**config.mk**
```make
export PLATFORM = sky130hd
export DESIGN_NAME = disp_fetch_ctrl
export DESIGN_NICKNAME = d
export VERILOG_FILES = /design/src/rtl/disp_pkg.sv /design/src/rtl/disp_fetch_credit.sv /design/src/rtl/disp_fetch_ctrl.sv
export SDC_FILE = /design/constraint.sdc
export NUM_CORES = 1
export LEC_CHECK = 0
export BUFFER_PORTS_ARGS = -buffer_cell sky130_fd_sc_hd__buf_2
export CORE_MARGIN = 1.5
export CORE_UTILIZATION = 38
export DETAILED_ROUTE_END_ITERATION = 10
export PLACE_DENSITY = 0.64
export REMOVE_ABC_BUFFERS = 1
export SLEW_MARGIN = 20
export SYNTH_ARGS = -nofsm -noshare
export SYNTH_HDL_FRONTEND = slang
export SYNTH_SLANG_ARGS = --single-unit
```
**constraint.sdc**
```tcl
create_clock -name ACLK -period 4.35 [get_ports ACLK]
set_input_delay 0.87 -clock ACLK [delete_from_list [all_inputs] [get_ports ACLK]]
set_output_delay 0.87 -clock ACLK [all_outputs]
set_load 0.005 [all_outputs]
```
**src/rtl/disp_pkg.sv**
```systemverilog
// Shared types and constants for the display fetch sequencer.
package disp_pkg;

    typedef enum logic [1:0] {
        StIdle,
        StFlush,
        StRun,
        StAbort
    } disp_state_e;

    localparam int unsigned BEAT_BYTES = 8;

    function automatic logic [7:0] arlen_enc(input int unsigned burst_len);
        return 8'(burst_len - 1);
    endfunction

endpackage

```
**src/rtl/disp_fetch_credit.sv**
```systemverilog
// Outstanding read-burst credit counter: counts AR handshakes up and RLAST beats down.
module disp_fetch_credit #(
    parameter int unsigned MAX_OUTST = 2
) (
    input  logic i_clk,
    input  logic i_rst,
    input  logic i_inc,
    input  logic i_dec,
    output logic o_avail,
    output logic o_zero
);

    localparam int unsigned CNT_W = $clog2(MAX_OUTST + 1);

    logic [CNT_W-1:0] r_outst;
    logic             w_dec;

    // A stray RLAST with nothing outstanding must not wrap the counter.
    assign w_dec = i_dec && (r_outst != '0);

    always_ff @(posedge i_clk) begin
        if (i_rst) begin
            r_outst <= '0;
        end else if (i_inc && !w_dec) begin
            r_outst <= r_outst + CNT_W'(1);
        end else if (!i_inc && w_dec) begin
            r_outst <= r_outst - CNT_W'(1);
        end
    end

    assign o_avail = (r_outst < CNT_W'(MAX_OUTST));
    assign o_zero  = (r_outst == '0);

endmodule

```
**src/rtl/disp_fetch_ctrl.sv**
```systemverilog
// Display frame fetch sequencer: flush FIFO, then walk the frame with AXI read bursts.
// Optional late-VSTART counter output LATE_CNT when DISP_FETCH_LATE_EN is defined.
module disp_fetch_ctrl
    import disp_pkg::*;
#(
    parameter int unsigned ADDR_W      = 32,
    parameter int unsigned BURST_LEN   = 16,
    parameter int unsigned FRAME_BEATS = 307200,
    parameter int unsigned MAX_OUTST   = 2,
    parameter int unsigned FLUSH_CYC   = 8
) (
    input  logic              ACLK,
    input  logic              ARST,
    input  logic              DISPON,
    input  logic [ADDR_W-1:0] DISPADDR,
    input  logic              VSTART,
    input  logic              BUF_WREADY,
    output logic              FIFORST,
    output logic              FIFOWR,
    output logic [ADDR_W-1:0] ARADDR,
    output logic [7:0]        ARLEN,
    output logic              ARVALID,
    input  logic              ARREADY,
    input  logic              RVALID,
    input  logic              RLAST,
    output logic              RREADY,
    output logic              BUSY,
    output logic              FRAME_DONE
`ifdef DISP_FETCH_LATE_EN
    ,
    output logic [15:0]       LATE_CNT
`endif
);

    localparam int unsigned BURSTS = FRAME_BEATS / BURST_LEN;
    localparam int unsigned REM_W  = $clog2(BURSTS + 1);
    localparam int unsigned FL_W   = (FLUSH_CYC > 1) ? $clog2(FLUSH_CYC) : 1;
    localparam logic [ADDR_W-1:0] ADDR_STEP = ADDR_W'(BURST_LEN * BEAT_BYTES);

    disp_state_e       r_state, w_state_d;
    logic [ADDR_W-1:0] r_addr;
    logic [REM_W-1:0]  r_remaining;
    logic [FL_W-1:0]   r_flush_cnt;
    logic              r_ar_pend;
    logic              r_rready;
    logic              r_fiforst;
    logic              r_frame_done;

    logic w_frame_start;
    logic w_done;
    logic w_arvalid;
    logic w_ar_hs;
    logic w_r_last;
    logic w_avail;
    logic w_zero;

    disp_fetch_credit #(
        .MAX_OUTST (MAX_OUTST)
    ) u_credit (
        .i_clk   (ACLK),
        .i_rst   (ARST),
        .i_inc   (w_ar_hs),
        .i_dec   (w_r_last),
        .o_avail (w_avail),
        .o_zero  (w_zero)
    );

    // A request already on the bus is held regardless of throttle inputs.
    assign w_arvalid = r_ar_pend ||
                       ((r_state == StRun) && (r_remaining != '0) && w_avail &&
                        BUF_WREADY && DISPON);
    assign w_ar_hs   = w_arvalid && ARREADY;
    assign w_r_last  = RVALID && r_rready && RLAST;

    always_comb begin
        w_state_d     = r_state;
        w_frame_start = 1'b0;
        w_done        = 1'b0;
        unique case (r_state)
            StIdle: begin
                if (VSTART && DISPON) begin
                    w_state_d     = StFlush;
                    w_frame_start = 1'b1;
                end
            end
            StFlush: begin
                if (r_flush_cnt == '0) w_state_d = StRun;
            end
            StRun: begin
                if ((r_remaining == '0) && w_zero) begin
                    w_state_d = StIdle;
                    w_done    = 1'b1;
                end else if (!DISPON && !r_ar_pend) begin
                    w_state_d = StAbort;
                end
            end
            StAbort: begin
                if (w_zero) w_state_d = StIdle;
            end
            default: w_state_d = StIdle;
        endcase
    end

    always_ff @(posedge ACLK) begin
        if (ARST) begin
            r_state      <= StIdle;
            r_addr       <= '0;
            r_remaining  <= '0;
            r_flush_cnt  <= '0;
            r_ar_pend    <= 1'b0;
            r_rready     <= 1'b0;
            r_fiforst    <= 1'b0;
            r_frame_done <= 1'b0;
        end else begin
            r_state      <= w_state_d;
            r_ar_pend    <= w_arvalid && !ARREADY;
            r_rready     <= 1'b1;
            r_fiforst    <= (w_state_d == StFlush);
            r_frame_done <= w_done;
            if (w_frame_start) begin
                r_addr      <= DISPADDR;
                r_remaining <= REM_W'(BURSTS);
                r_flush_cnt <= FL_W'(FLUSH_CYC - 1);
            end else begin
                if ((r_state == StFlush) && (r_flush_cnt != '0)) begin
                    r_flush_cnt <= r_flush_cnt - FL_W'(1);
                end
                if (w_ar_hs) begin
                    r_addr      <= r_addr + ADDR_STEP;
                    r_remaining <= r_remaining - REM_W'(1);
                end
            end
        end
    end

`ifdef DISP_FETCH_LATE_EN
    logic [15:0] r_late_cnt;

    always_ff @(posedge ACLK) begin
        if (ARST) begin
            r_late_cnt <= '0;
        end else if (VSTART && DISPON && (r_state != StIdle) && (r_late_cnt != 16'hFFFF)) begin
            r_late_cnt <= r_late_cnt + 16'd1;
        end
    end

    assign LATE_CNT = r_late_cnt;
`endif

    assign FIFORST    = r_fiforst;
    assign FIFOWR     = RVALID && r_rready && (r_state == StRun);
    assign ARADDR     = r_addr;
    assign ARLEN      = arlen_enc(BURST_LEN);
    assign ARVALID    = w_arvalid;
    assign RREADY     = r_rready;
    assign BUSY       = (r_state != StIdle);
    assign FRAME_DONE = r_frame_done;

endmodule

```
==> results.md <==
* Status: finished, final reports clean
* Fin. max-slew vios at 0
* Initial antenna violation count at 0
* # hold bufs at CTS at 0
* Post-route ant nets at 0
* Req. time, crit path at 4.62 ns
* Clock skew at between 0.006 and 0.007 ns
* Part of the power in registers at a little under half
* HPWL Detailed at roughly 5400 µm
* Die H at a little over 90 µm
* CP endpoint kind: flop
* Worst vdd ir at about 0.12 mV
* PD cells at approximately 350 mW/mm²
* Cell count after synthesis at between 300 and 400
* Row Count at 32
* TritonRoute pass-1 iters at 4
* Layout area overhead at 19.20%
* First-pass GRT wire length at 13,010 µm
* Sinks on Clock Net at 58
* Vias in the first global route at between 2,000 and 3,000
* Initial Utilization at ~40%
* Syn avg cell area at a little over 8 µm²
* Mapped cell area at between 0.003 and 0.004 mm²
* DRC violations left at 0
* Most frequent cell after synthesis: dfxtp_1
* R2R Setup Slk at between 1 and 1.5 ns
* PortBufs at 77
* Total number of vias at approximately 3,000
* Kind of critical path: reg2reg
* Largest net degree at the start of global routing at 34
* Layout cells sized above 1 at between 20% and 30%
* Tmin final at between 2 and 3 ns
* Tot Pwr at ~0.0013 W
* CP Data Arrival Time at 3.15 ns
* R2R Path End: u_credit.r_outst[1]
* Resized cells post-CTS at 0
* Final period util at around two thirds
* H-tree lvl count at 3
* Tightest Hold Check Type: reg2reg
* Hold Path Stages at 2
* Core Util, Final at around 47%
* Leak at approximately 1.4 nW
* DR WL/cell at between 10 and 15 µm
* Post-synth EDFFs at 0
* Clk pin slew, worst setup/hold paths at about 0.070 ns
* Clk buf depth at 2
* Worst r2r src: r_remaining[6]
* Share of the synthesized area in the top cell type at roughly 38%
* Register area share after synthesis at 37.75%
* Synth area leader: dfxtp_1
* Top-Level Pins at 86
* RSZ-0062 raised after global routing: no
* Synth Warn # at 0
* Endpoints failing setup at 0
* Via density at between 5 and 6
* Post-Route Setup TNS at 0 ns
* Clock root buffer master: clkbuf_8
* Clock Power Share at 39.8%
* Final WL at 7807 µm
* Switch share at 27.18%
* GPL Wtd Cong at 0.7498
* Worst slew margin at roughly 49%
* Startpoint Class: flop
* Comb power frac at around an eighth
* Final #Nets at 490
* Die X at 92.96 µm
* Internal at roughly 0.00093 W
* Final Hold Fails at 0
* Post CTS Setup Buffer Count at 0
* CTS tree: built
* Cells on worst reg2reg path at 7
* GR Util All Layers at between 10% and 20%
* Maximum fanout along the worst path at 10
* Clock Latency Late Sink at 0.33 ns
* Main area contributors after synthesis: dfxtp_1 38%, o21ai_0 6.2%, a31oi_1 4.3%
* Switching power at 0.0003477 W
* GRT overflow at 0
* Inserted Clock Buffers at 9
* Asr flop ratio synth at 0%
* # diodes at 0
* Tightest Pin Transition at just under 0.8 ns
* Layout fillers at 805
* FF+latch count, synth at between 50 and 60
* Hold Crit Start: ARADDR[5]
* Synth cell types at 50
* Fmax at approximately 350 MHz
* Core ar. at 0.007767 mm²
* Initial drt markers at ~110
* Hold Path End: ARADDR[5]
* Synth top cells by count: 58 x dfxtp_1, 38 x o21ai_0, 34 x nand2_1
* Ys flop type: dfxtp_1
* Area of the die at a little under 0.009 mm²
* Max_cap viols at 0
-- state kept, by name, indices dropped and copies added, names as in the netlist --
signal            flops
r_state               2
u_credit.r_outst      2
r_ar_pend             1
r_flush_cnt           3
RREADY                1
FIFORST               1
r_remaining          15
ARADDR               32
FRAME_DONE            1
-- final cells by class --
cell class	instances	area, µm²	share of cell area, %
Clock buffer	11	151.4	4.130
Clock inverter	5	52.55	1.433
Inverter	14	52.55	1.433
Multi-Input combinational cell	282	1720	46.93
Sequential cell	58	1161	31.67
Tap cell	102	127.6	3.481
Timing Repair Buffer	79	400.4	10.92
-- per-stage QoR --
step	hold slack, ns	cell area [µm²]	std cells	setup slack, ns
floorplan	0.4467	2929	354	1.201
global placement	0.4400	3462	535	1.417
detailed placement	0.4452	3462	535	1.333
CTS	0.4546	3666	551	1.520
global route	0.4699	3666	551	1.231
finish	0.4522	3666	551	1.467
-- routing by layer --
metal / routed length, µm / global-route usage [%]
met5: 0 / 0
met4: 114 / 6.566
met3: 399 / 2.956
met2: 3662 / 30.47
met1: 3630 / 24.65
-- power groups by stage --
stage                     logic (W)  clock network, W  registers [W]
final                      0.000171          0.000509       0.000599
after global routing       0.000195          0.000545       0.000604
after CTS                  0.000172          0.000518       0.000599
after detailed placement   0.000169                 0       0.000610
after global placement     0.000166                 0       0.000610
after floorplan           0.0000956                 0       0.000605
-- worst max-delay path: stages, from the launching register on --
cell and delay, ns:
dfxtp_1 0.36, nor4_2 0.62, nand4_1 0.38, nand3_1 0.41, inv_2 0.17, ha_1 0.36
or3_1 0.38, a21oi_1 0.14
-- layout by cell type (no fill, tap or decap), types with 4 or more instances in the layout --
| master | synthesis | layout |
|---|---|---|
| ha_1 | 6 | 6 |
| a21oi_1 | 23 | 23 |
| buf_2 | 3 | 77 |
| nor3_1 | 7 | 7 |
| inv_1 | 13 | 13 |
| clkbuf_8 | 0 | 11 |
| o21ai_0 | 38 | 38 |
| nor2_1 | 20 | 20 |
| nand4_1 | 11 | 11 |
| a31oi_1 | 21 | 21 |
| xor2_1 | 5 | 5 |
| conb_1 | 2 | 8 |
| nand2_1 | 34 | 34 |
| nand2b_1 | 4 | 4 |
| nand3_1 | 14 | 14 |
| xnor2_1 | 4 | 4 |
| or4_1 | 17 | 17 |
| o31ai_1 | 16 | 16 |
| or3_1 | 12 | 12 |
| dfxtp_1 | 58 | 58 |
-- how the worst max path moves through the flow --
stage / slack [ns] / endpoint / from
floorplan: 1.20 / ARADDR[16] / VSTART
detailed placement: 1.33 / ARADDR[24] / DISPON
finish: 1.47 / u_credit.r_outst[1] / r_remaining[6]
global placement: 1.42 / ARADDR[24] / DISPON
global route: 1.23 / u_credit.r_outst[1] / r_remaining[6]
CTS: 1.52 / u_credit.r_outst[1] / r_remaining[6]
-- cells by family (layout without fill, tap and decap cells) --
kind of cell,Yosys count,in the layout,share of synthesized area [%]
AOI/OAI and AO/OA,112,112,22.13
xor gates and xnor gates,9,9,2.563
adders and majority gates,6,6,2.441
other,2,8,0.2442
buffers and inverters,42,109,7.201
DFF,58,58,37.75
muxes,1,1,0.3661
and+or+nand+nor,146,146,27.30
Power figures use the tool's default switching activity.
